--- src/rtl/predictor_pkg.sv ---
// Shared types and counter helpers for the saturating branch predictor.
// Counters are carried in a MAX_CTR_WIDTH-wide container; callers slice to CTR_WIDTH.
package predictor_pkg;

  localparam int unsigned MAX_CTR_WIDTH = 4;

  typedef logic [MAX_CTR_WIDTH-1:0] ctr_t;

  typedef enum logic {
    NOT_TAKEN = 1'b0,
    TAKEN     = 1'b1
  } dir_e;

  // Weakly-not-taken value: just below the taken threshold.
  function automatic ctr_t weak_nt(input int unsigned w);
    return ctr_t'((1 << (w - 1)) - 1);
  endfunction

  function automatic ctr_t ctr_max(input int unsigned w);
    return ctr_t'((1 << w) - 1);
  endfunction

  // One saturating step: up toward ctr_max(w), down toward zero.
  function automatic ctr_t sat_step(input ctr_t v, input int unsigned w, input logic up);
    ctr_t r;
    r = v;
    if (up) begin
      if (v != ctr_max(w)) r = v + 1'b1;
    end else begin
      if (v != '0) r = v - 1'b1;
    end
    return r;
  endfunction

endpackage

--- src/rtl/saturating_branch_predictor_if.sv ---
// Lookup/update/statistics bundle between fetch/execute and the predictor.
interface saturating_branch_predictor_if #(
  parameter int unsigned ADDR_WIDTH = 4,
  parameter int unsigned CTR_WIDTH  = 2,
  parameter int unsigned STAT_WIDTH = 16
);
  logic [ADDR_WIDTH-1:0] branch_address;
  logic                  prediction;
  logic [CTR_WIDTH-1:0]  confidence;
  logic                  update_valid;
  logic [ADDR_WIDTH-1:0] update_address;
  logic                  branch_result;
  logic [STAT_WIDTH-1:0] mispredict_count;

  modport master (
    output branch_address, update_valid, update_address, branch_result,
    input  prediction, confidence, mispredict_count
  );

  modport slave (
    input  branch_address, update_valid, update_address, branch_result,
    output prediction, confidence, mispredict_count
  );
endinterface

--- src/rtl/predictor_sat_counter.sv ---
// Next-state logic for one table entry: saturated step plus mispredict flag.
module predictor_sat_counter
  import predictor_pkg::*;
#(
  parameter int unsigned CTR_WIDTH = 2
) (
  input  logic [CTR_WIDTH-1:0] value,
  input  logic                 taken,
  output logic [CTR_WIDTH-1:0] next_value,
  output logic                 mispredict
);

  ctr_t value_ext;
  ctr_t step_ext;

  // Step the counter toward the outcome and compare its MSB with it.
  always_comb begin
    value_ext  = ctr_t'(value);
    step_ext   = sat_step(value_ext, CTR_WIDTH, taken);
    next_value = step_ext[CTR_WIDTH-1:0];
    mispredict = (dir_e'(value[CTR_WIDTH-1]) != dir_e'(taken));
  end

endmodule

--- src/rtl/saturating_branch_predictor.sv ---
// Table of saturating counters with separate lookup/update ports and a
// saturating mispredict counter. Optional gshare indexing: PREDICTOR_GSHARE_EN.
module saturating_branch_predictor
  import predictor_pkg::*;
#(
  parameter int unsigned ADDR_WIDTH = 4,
  parameter int unsigned CTR_WIDTH  = 2,
  parameter int unsigned HIST_WIDTH = 4,
  parameter int unsigned STAT_WIDTH = 16
) (
  input logic clk,
  input logic rst,
  saturating_branch_predictor_if.slave bus
);

  localparam int unsigned DEPTH = 1 << ADDR_WIDTH;
  localparam ctr_t RESET_EXT = weak_nt(CTR_WIDTH);
  localparam logic [CTR_WIDTH-1:0] RESET_VAL = RESET_EXT[CTR_WIDTH-1:0];

  logic [CTR_WIDTH-1:0]  table_q [DEPTH];
  logic [ADDR_WIDTH-1:0] lookup_idx;
  logic [ADDR_WIDTH-1:0] update_idx;
  logic [CTR_WIDTH-1:0]  lookup_value;
  logic [CTR_WIDTH-1:0]  upd_value;
  logic [CTR_WIDTH-1:0]  upd_next;
  logic                  upd_mispredict;
  logic [STAT_WIDTH-1:0] stat_q;

`ifdef PREDICTOR_GSHARE_EN
  logic [HIST_WIDTH-1:0] hist_q;

  // Fold global history into both indexes; update uses pre-shift history.
  always_comb begin
    lookup_idx = bus.branch_address ^ ADDR_WIDTH'(hist_q);
    update_idx = bus.update_address ^ ADDR_WIDTH'(hist_q);
  end

  // Shift each resolved outcome into the history LSB.
  always_ff @(posedge clk) begin
    if (rst) begin
      hist_q <= '0;
    end else if (bus.update_valid) begin
      hist_q <= (hist_q << 1) | HIST_WIDTH'(bus.branch_result);
    end
  end
`else
  // Direct indexing by the low PC bits.
  always_comb begin
    lookup_idx = bus.branch_address;
    update_idx = bus.update_address;
  end
`endif

  // Lookup reads registered state only, so a same-cycle update is not bypassed.
  always_comb begin
    lookup_value     = table_q[lookup_idx];
    upd_value        = table_q[update_idx];
    bus.confidence   = lookup_value;
    bus.prediction   = lookup_value[CTR_WIDTH-1];
    bus.mispredict_count = stat_q;
  end

  predictor_sat_counter #(
    .CTR_WIDTH(CTR_WIDTH)
  ) u_sat_counter (
    .value     (upd_value),
    .taken     (bus.branch_result),
    .next_value(upd_next),
    .mispredict(upd_mispredict)
  );

  // Counter table: whole-table reset, one entry written per qualified update.
  always_ff @(posedge clk) begin
    if (rst) begin
      for (int unsigned i = 0; i < DEPTH; i++) begin
        table_q[i] <= RESET_VAL;
      end
    end else if (bus.update_valid) begin
      table_q[update_idx] <= upd_next;
    end
  end

  // Mispredict statistics, saturating at all-ones.
  always_ff @(posedge clk) begin
    if (rst) begin
      stat_q <= '0;
    end else if (bus.update_valid && upd_mispredict && (stat_q != '1)) begin
      stat_q <= stat_q + 1'b1;
    end
  end

endmodule

--- src/flat_wrapper.sv ---
// flat-port wrapper written by rule: the top's interface ports become plain ports
module saturating_branch_predictor_flat import predictor_pkg::*;
#(
  parameter int unsigned ADDR_WIDTH = 4,
  parameter int unsigned CTR_WIDTH  = 2,
  parameter int unsigned HIST_WIDTH = 4,
  parameter int unsigned STAT_WIDTH = 16
)
  (clk, rst, bus_branch_address, bus_update_valid, bus_update_address, bus_branch_result, bus_prediction, bus_confidence, bus_mispredict_count);
  saturating_branch_predictor_if #(.ADDR_WIDTH(ADDR_WIDTH), .CTR_WIDTH(CTR_WIDTH), .STAT_WIDTH(STAT_WIDTH)) bus_i ();
  input logic clk;
  input logic rst;
  input wire logic [$bits(bus_i.branch_address)-1:0] bus_branch_address;
  input wire logic [$bits(bus_i.update_valid)-1:0] bus_update_valid;
  input wire logic [$bits(bus_i.update_address)-1:0] bus_update_address;
  input wire logic [$bits(bus_i.branch_result)-1:0] bus_branch_result;
  output wire logic [$bits(bus_i.prediction)-1:0] bus_prediction;
  output wire logic [$bits(bus_i.confidence)-1:0] bus_confidence;
  output wire logic [$bits(bus_i.mispredict_count)-1:0] bus_mispredict_count;
  assign bus_i.branch_address = bus_branch_address;
  assign bus_i.update_valid = bus_update_valid;
  assign bus_i.update_address = bus_update_address;
  assign bus_i.branch_result = bus_branch_result;
  assign bus_prediction = bus_i.prediction;
  assign bus_confidence = bus_i.confidence;
  assign bus_mispredict_count = bus_i.mispredict_count;
  saturating_branch_predictor #(.ADDR_WIDTH(ADDR_WIDTH), .CTR_WIDTH(CTR_WIDTH), .HIST_WIDTH(HIST_WIDTH), .STAT_WIDTH(STAT_WIDTH)) u_core (.clk(clk), .rst(rst), .bus(bus_i));
endmodule
--- config.mk ---
export PLATFORM = sky130hd
export DESIGN_NAME = saturating_branch_predictor_flat
export DESIGN_NICKNAME = d
export VERILOG_FILES = /design/src/rtl/predictor_pkg.sv /design/src/rtl/saturating_branch_predictor_if.sv /design/src/rtl/predictor_sat_counter.sv /design/src/rtl/saturating_branch_predictor.sv /design/src/flat_wrapper.sv
export SDC_FILE = /design/constraint.sdc
export NUM_CORES = 1
export LEC_CHECK = 0
export CORE_MARGIN = 2
export CORE_UTILIZATION = 45
export DETAILED_ROUTE_END_ITERATION = 12
export GPL_TIMING_DRIVEN = 0
export HOLD_SLACK_MARGIN = 0.06
export PLACE_DENSITY = 0.7
export SYNTH_ARGS = -nofsm -noshare
export SYNTH_HDL_FRONTEND = slang
export SYNTH_HIERARCHICAL = 1
export SYNTH_SLANG_ARGS = --single-unit
--- constraint.sdc ---
create_clock -name clk -period 8.6 [get_ports clk]
set_input_delay 1.29 -clock clk [delete_from_list [all_inputs] [get_ports clk]]
set_output_delay 1.29 -clock clk [all_outputs]
set_load 0.05 [all_outputs]
Word-level counts from Yosys, hierarchy flattened
Memories as Yosys holds them, arrays and structs flattened.
Cells that the tools add are included.
- reductions and logical operators: 4
- multiplexer cells: 11
- add/sub/neg operators: 3
- equality and inequality tests: 3
- operators with widths (operator ; number):
    16-bit by 1-bit adder with 16-bit output, second input constant ; 1
    16-bit inequality test, second input constant ; 1
    2-bit 2-to-1 mux ; 4
    1-bit 2-to-1 mux ; 6
    4-bit 2-to-1 mux ; 1
    2-bit by 1-bit adder with 2-bit output, second input constant ; 1
    1-bit logical AND ; 2
    2-bit inequality test, second input constant ; 1
    2-bit nonzero test ; 1
    2-bit OR reduction ; 1
    2-bit by 1-bit subtractor with 2-bit output, second input constant ; 1
    1-bit inequality test ; 1
- bits of input ports: 12
- bits in registers: 16
- output and inout bits: 19
- memories: 1
- bits in writable memories: 32
- word-level logic and storage cells: 23
- memories (name ; words ; width ; read ports ; clocked after memory_dff ; write ports ; RTL line ; source):
    u_core.table_q ; 16 ; 2 ; 2 ; 0 ; 16 ; saturating_branch_predictor.sv:20 ; logic [CTR_WIDTH-1:0] table_q [DEPTH];

Longest topological paths before layout
Gate-level depths: netlist of the first run.
- word-level depth: 5
- gate-level depth with buffers: 9
- mapped depth without buffers: 7

Hierarchy
The synthesis of the first run kept the hierarchy.
- modules (own cells, without submodules) (module ; area each (um^2) ; sequential area each (um^2) ; cells each ; times used):
    saturating_branch_predictor ; 2727.6 ; 1281.2 ; 236 ; 1
    predictor_sat_counter ; 35.0 ; 0.0 ; 4 ; 1

Least setup slack after synthesis of the first run
OpenSTA, ideal clock, no wires.
- path kind: in2out
- start: input bus_branch_address[0]
- end: output bus_confidence[1]
- data arrival time: 3.156 ns
- path buffers: 2
- slack: 4.154 ns
- cell stages on the path: 4
- data required time: 7.310 ns
- path through: clkbuf_1 mux4_2 mux4_2 buf_4
- longest elaborated chain between the ends: 1
- ends and longest elaborated chain (what ; RTL line ; source):
    start: declaration ; flat_wrapper.sv:13 ; input wire logic [$bits(bus_i.branch_address)-1:0] bus_branch_address;
    memory 16 x 2 bit ; -- ;
    end: declaration ; flat_wrapper.sv:18 ; output wire logic [$bits(bus_i.confidence)-1:0] bus_confidence;
Every way passes these cells.

Worst setup path after layout of the first run
Same ends and word-level chain as after synthesis.

==> results of run 1 <==
==> sequential cells by signal (all words and copies together), names as in the netlist <==
signal                       count
u_core/table_q                  32
u_core/bus.mispredict_count     16
==> cells in the mapped netlist (2+ instances only) <==
library cell  count  area [um^2]
edfxtp_1         32          961
mux4_2           20          450
dfxtp_1          16          320
nand2_1          15         56.3
or2_2            14         87.6
a21oi_1          13         65.1
clkbuf_1         12         45.0
nand2b_1         12         75.1
and3_1           11         68.8
nor2_1           11         41.3
nor3_1            8         40.0
o31ai_1           8         60.1
or4_1             8         60.1
and2_1            6         37.5
or3_1             6         37.5
inv_1             4         15.0
nand3_1           4         20.0
nand4_1           4         25.0
o21ai_0           4         20.0
nand3b_1          3         22.5
or3_2             3         22.5
a21o_1            2         15.0
buf_2             2         10.0
maj3_2            2         22.5
nor2b_1           2         12.5
nor4_1            2         12.5
nor4b_1           2         17.5
==> worst register-to-register path: stages (launching register included) <==
cell	delay (ns)
edfxtp_1	0.41
mux4_2	0.49
mux4_2	0.52
xor2_1	0.24
nand4_1	0.17
or4_4	0.56
or4_1	0.49
a21oi_1	0.16
==> power breakdown <==
group / switching (mW) / leakage (nW) / total (mW) / internal, mW
logic: 0.0389 / 0.555 / 0.0681 / 0.0291
clock network: 0.0742 / 0.0506 / 0.150 / 0.0754
registers: 0.00306 / 0.417 / 0.254 / 0.251
==> stage by stage <==
stage / hold slack [ns] / total power, mW / std cells
2_1_floorplan: 0.727 / 0.305 / 240
3_3_place_gp: 0.507 / 0.326 / 342
3_5_place_dp: 0.513 / 0.327 / 342
4_1_cts: 0.531 / 0.475 / 350
5_1_grt: 0.550 / 0.490 / 350
6_report: 0.533 / 0.471 / 350
==> kinds of logic after synthesis <==
| family | share of synthesized area, % |
|---|---|
| AOI/OAI and AO/OA | 6.48 |
| xor gates and xnor gates | 0.317 |
| adders and majority gates | 1.27 |
| buffers and inverters | 3.71 |
| DFF | 46.4 |
| muxes | 16.3 |
| and+or+nand+nor | 25.5 |
==> layout make-up <==
cell class	count	area [um^2]
fillers	513	2690
multi-input cells	170	1380
flip-flops and latches	48	1280
repair buffers	27	270
clock buffers	8	101
well taps	75	93.8
plain buffers	18	87.6
inverters	4	15.0
==> path summary, 6_finish.rpt <==
check	endpoint	slack (ns)
setup / recovery	bus_confidence[1]	3.57
setup reg to reg	u_core/bus.mispredict_count[15]	5.50
hold / removal	u_core/bus.mispredict_count[15]	0.53
hold reg to reg	u_core/bus.mispredict_count[15]	0.53
==> metal layers <==
layer  vias to the layer above  routed length [um]  part of all wire (%)  global-route usage, %
li1                        988                   -                     -                      -
met1                      1018                2770                    44                   25.7
met2                        60                3040                    49                   32.5
met3                        11                 342                   5.5                   4.35
met4                         0                  94                   1.5                   7.33
met5                         -                   0                     0                      0
==> reports/results.txt, run 1 <==
Via-to-Cell Ratio - 5.93
Minimum clock period - 5.03 ns
Post-DP Area - 3130 um^2
Most frequent CP cell - mux4_2
Placer Congestion - 0.811
Wire length per cell - 17.8 um
Power Dens Cells - 146 nW/um^2
FMAX - 199 MHz
Layout Skew - 0.0121 ns
Setup Buffers After CTS - 0
Worst Path Buf+Inv - 3
Setup_tns - 0 ns
Commonest non-fill, non-tap cells in the layout - 32 x edfxtp_1, 27 x clkdlybuf4s50_1, 20 x mux4_2, 16 x dfxtp_1, 15 x nand2_1
Hold Vio Cnt, Final - 0
Grt total ovfl - 0
Row Count - 28
Crit path cell chain - clkbuf_1, mux4_2, mux4_2, buf_4, clkdlybuf4s50_1
Kind of end point of the critical path - output port
Commonest non-fill, non-tap cell in the layout - edfxtp_1
H-Tree Depth - 2
Worst Hold Launch - u_core/bus.mispredict_count[15]
CP peak stage delay - 0.68 ns
Synth Net Count - 253
Post-route design area - 3230 um^2
Final setup fails - 0
Full die area - 6780 um^2
Final WS setup - 3.57 ns
Syn avg cell area - 11.5 um^2
Synth warnings - 6
Distinct cell type count after synthesis - 41
TritonCTS Buffers - 5
Die W - 82.4 um
Max-cap violation count - 0
Slowest CP cell - clkdlybuf4s50_1
Total length of routed wires - 6.25 mm
CP startpoint kind - input port
Fin crit share - 58.4%
Core region area - 5920 um^2
Critical path depth - 5
CP top delay family - buffers and inverters
Iter 0 DRT Violations - 182
Input/output buffers - 27
RSZ-0062 raised after global routing - no
Skew-Pair Late Insertion Delay - 0.31 ns
Die Span Y - 82.4 um
Synth Flop Type - edfxtp_1
Worst slew margin - 7.46%
Largest net degree at the start of global routing - 15
CP max FO - 8
Worst-case clock buffer depth - 2
First-pass GRT wire length - 9.68 mm
WS Path Type - in2out
GRT Util Overall - 19.8%
Status - completed
Sequential area share after synthesis - 46.4%
Reg2Reg Depth - 7
Sink Count - 48
Clock tree root driver cell - clkbuf_8
Initial antenna violation count - 0
WP data required - 7.31 ns
Worst hold-check path type - reg2reg
Number of flops mapped to enable cells by yosys - 32
CP Launch Point - bus_branch_address[0]
DRT antenna net count - 0
N_diodes - 0
Final nets - 287
Lkg Pwr - 1.02 nW
Post-DP HPWL - 4.48 mm
DP Worst Slack - 3.55 ns
Share of post-route cells with drive strength above 1 - 18.9%
Register bit count reported by yosys - 48
Pins over their slew limit - 0
Remaining routing DRC violations - 0
Clock-pin slew on the worst setup and hold paths - 0.09 ns
Number of global-route vias before repair - 1,982
Post-synth ARST share - 0%
Peak supply drop - 0.0670 mV
I/O Pins - 31
FF-to-FF Start - u_core/table_q[2][1]
Hold depth - 2
Initial Util - 46.7%
Post-Syn Instances - 240
Cell Area, Synth - 2760 um^2
CP arrival - 3.74 ns
Tightest Pin Transition - 1.37 ns
CTS resizes - 0
Initial DRT Pass Iterations - 4
Fin util - 54.5%
TritonCTS clock tree - done
Layout area overhead - 16.8%
Via count - 2,077
Hold Buf Count CTS - 0
Power figures use the tool's default switching activity.
==> run 2, diff against run 1 <==
Clock period 8.6 ns to 4.65 ns, I/O delays scaled along.
==> results of run 2 <==
The final DEF is identical to that of run 1. Status: completed.
Main changes from that run: setup slack after placement 3.55 ns -> 0.226 ns; setup slack after layout 3.57 ns -> 0.548 ns; start point of the critical path bus_branch_address[0] -> bus_update_address[0]; end point of the critical path bus_confidence[1] -> u_core/bus.mispredict_count[15]; register-to-register setup slack 5.50 ns -> 1.55 ns; total power 0.471 mW -> 0.872 mW; worst IR drop on VDD 0.0670 mV -> 0.124 mV
==> run 3, diff against run 2 <==
Settings changed: CORE_UTILIZATION 45 to 50, PLACE_DENSITY 0.7 to 0.76.
==> run 3 against run 2 <==
  * Combinational power is essentially flat
  * Critical path depth is the same
  * Total power shrank 4.8%
  * Largest power group unchanged
  * Largest cell class unchanged
==> reports/results.txt, run 3 (synthesis results as in run 1) <==
H-Tree Depth - 2 (unchanged)
Die Span Y - 78.3 um (was 82.4 um)
Most flop-heavy register - u_core/table_q (unchanged)
CP top delay family - simple AND/OR/NAND/NOR gates (unchanged)
Pins over their slew limit - 0 (unchanged)
TritonCTS clock tree - done (unchanged)
Minimum clock period - 4.15 ns (was 4.10 ns)
Initial DRT Pass Iterations - 4 (unchanged)
Largest net degree at the start of global routing - 15 (unchanged)
Final setup fails - 0 (unchanged)
CP peak stage delay - 0.65 ns (was 0.60 ns)
Setup_tns - 0 ns (unchanged)
Placer Congestion - 0.868 (was 0.811)
Total length of routed wires - 6.13 mm (was 6.25 mm)
Number of global-route vias before repair - 1,996 (was 1,982)
Worst Hold Launch - u_core/bus.mispredict_count[15] (unchanged)
Input/output buffers - 27 (unchanged)
Worst-case clock buffer depth - 2 (unchanged)
Lkg Pwr - 1.02 nW (about the same)
Share of post-route cells with drive strength above 1 - 19.3% (was 18.9%)
Hold Vio Cnt, Final - 0 (unchanged)
Peak supply drop - 0.114 mV (was 0.124 mV)
Slowest CP cell - clkdlybuf4s50_1 (unchanged)
Commonest non-fill, non-tap cell in the layout - edfxtp_1 (unchanged)
Fin crit share - 89.2% (was 88.2%)
DP Worst Slack - 0.188 ns (was 0.226 ns)
Hold depth - 2 (unchanged)
First-pass GRT wire length - 9.87 mm (was 9.68 mm)
Worst Path Buf+Inv - 2 (unchanged)
Hold Buf Count CTS - 0 (unchanged)
RSZ-0062 raised after global routing - no (unchanged)
I/O Pins - 31 (unchanged)
Power Dens Cells - 258 nW/um^2 (was 270 nW/um^2)
Initial antenna violation count - 0 (unchanged)
Clock tree root driver cell - clkbuf_8 (unchanged)
Final hold slack - 0.514 ns (was 0.533 ns)
Commonest non-fill, non-tap cells in the layout - 32 x edfxtp_1, 27 x clkdlybuf4s50_1, 20 x mux4_2, 16 x dfxtp_1, 15 x nand2_1 (unchanged)
GRT Util Overall - 21.3% (was 19.8%)
Fin util - 59.4% (was 54.5%)
CP arrival - 4.38 ns (was 4.34 ns)
FF-to-FF Start - u_core/table_q[15][1] (was u_core/table_q[2][1])
Remaining routing DRC violations - 0 (unchanged)
DRT antenna net count - 0 (unchanged)
Iter 0 DRT Violations - 165 (was 182)
Most frequent CP cell - mux4_2 (unchanged)
Final WS setup - 0.501 ns (was 0.548 ns)
Via-to-Cell Ratio - 6.04 (was 5.93)
Worst slew margin - 53.8% (was 7.46%)
Via count - 2,097 (was 2,077)
Post-route design area - 3210 um^2 (was 3230 um^2)
FMAX - 241 MHz (was 244 MHz)
Worst hold-check path type - reg2reg (unchanged)
Sink Count - 48 (unchanged)
N_diodes - 0 (unchanged)
Clock-pin slew on the worst setup and hold paths - 0.08 ns (was 0.09 ns)
Total power - 830 uW (was 872 uW)
Status - completed (unchanged)
Cells after DPL - 339 (was 342)
Post-DP HPWL - 4.43 mm (was 4.48 mm)
Max reg flops - 32 (unchanged)
Worst R2R Setup Slack - 1.58 ns (was 1.55 ns)
Finished Layout Cells - 347 (was 350)
Initial Util - 51.1% (was 46.7%)
CTS resizes - 0 (unchanged)
TritonCTS Buffers - 5 (unchanged)
Setup Buffers After CTS - 0 (unchanged)
Layout area overhead - 16.2% (was 16.8%)
Min-Delay Endpoint - u_core/bus.mispredict_count[15] (unchanged)
Row Count - 27 (was 28)
R2R Path End - u_core/bus.mispredict_count[15] (unchanged)
WS Path Type - in2reg (unchanged)
Layout Skew - 0.0102 ns (was 0.0121 ns)
Max-cap violation count - 0 (unchanged)
Tightest Pin Transition - 0.692 ns (was 1.37 ns)
Post-DP Area - 3120 um^2 (was 3130 um^2)
Core region area - 5410 um^2 (was 5920 um^2)
WP data required - 4.88 ns (was 4.89 ns)
CP max FO - 10 (unchanged)
Final nets - 287 (unchanged)
Crit path cell chain - clkdlybuf4s50_1, buf_2, mux4_2, mux4_2, xor2_1, nand4_1, or4_4, or4_1, a21oi_1 (unchanged)
Reg2Reg Depth - 7 (unchanged)
Skew-Pair Late Insertion Delay - 0.30 ns (was 0.31 ns)
Full die area - 6140 um^2 (was 6780 um^2)
Kind of end point of the critical path - flip-flop (unchanged)
Grt total ovfl - 0 (unchanged)
Die W - 78.3 um (was 82.4 um)
CP startpoint kind - input port (unchanged)
Wire length per cell - 17.7 um (was 17.8 um)
==> run 3: cell count changes in the layout (fill, tap and decap cells not counted), sizes merged <==
cell	previous run	this run
clkbuf	20	19
clkinv	0	1
==> run 3: power by group <==
part	total [mW]	internal, mW	switching (mW)
Clock	0.234	0.106	0.129
Combinational	0.126	0.0540	0.0719
Sequential	0.470	0.464	0.00577
==> run 3: worst max path at each step <==
stage	depth (start not counted)	from	endpoint	slack, ns
floorplan	8	bus_update_address[0]	u_core/bus.mispredict_count[15]	1.21
global placement	9	bus_update_address[0]	u_core/bus.mispredict_count[15]	0.26
detailed placement	9	bus_update_address[0]	u_core/bus.mispredict_count[15]	0.19
CTS	9	bus_update_address[0]	u_core/bus.mispredict_count[15]	0.50
global route	9	bus_update_address[0]	u_core/bus.mispredict_count[15]	0.32
finish	9	bus_update_address[0]	u_core/bus.mispredict_count[15]	0.50
==> run 3: per-layer routing <==
metal | part of all wire [%] | GRT usage, % | up-vias | wire length, um
li1 | - | - | 991 | -
met1 | 42 | 28.9 | 1029 | 2580
met2 | 51 | 34.7 | 71 | 3100
met3 | 5.9 | 3.56 | 6 | 362
met4 | 1.3 | 7.72 | 0 | 81
met5 | 0 | 0 | - | 0
==> run 3: cell type report <==
cell class / instances / area [um^2]
Multi-Input combinational cell: 170 / 1390
Sequential cell: 48 / 1280
Clock buffer: 7 / 76.3
Buffer: 18 / 87.6
Clock inverter: 1 / 5.00
Timing Repair Buffer: 27 / 270
Fill cell: 452 / 2190
Tap cell: 72 / 90.1
Inverter: 4 / 15.0
==> run 3: worst min-delay path, stage by stage (launching register included) <==
cell and delay [ns]:
dfxtp_1 0.34, o31ai_1 0.07, a21oi_1 0.06
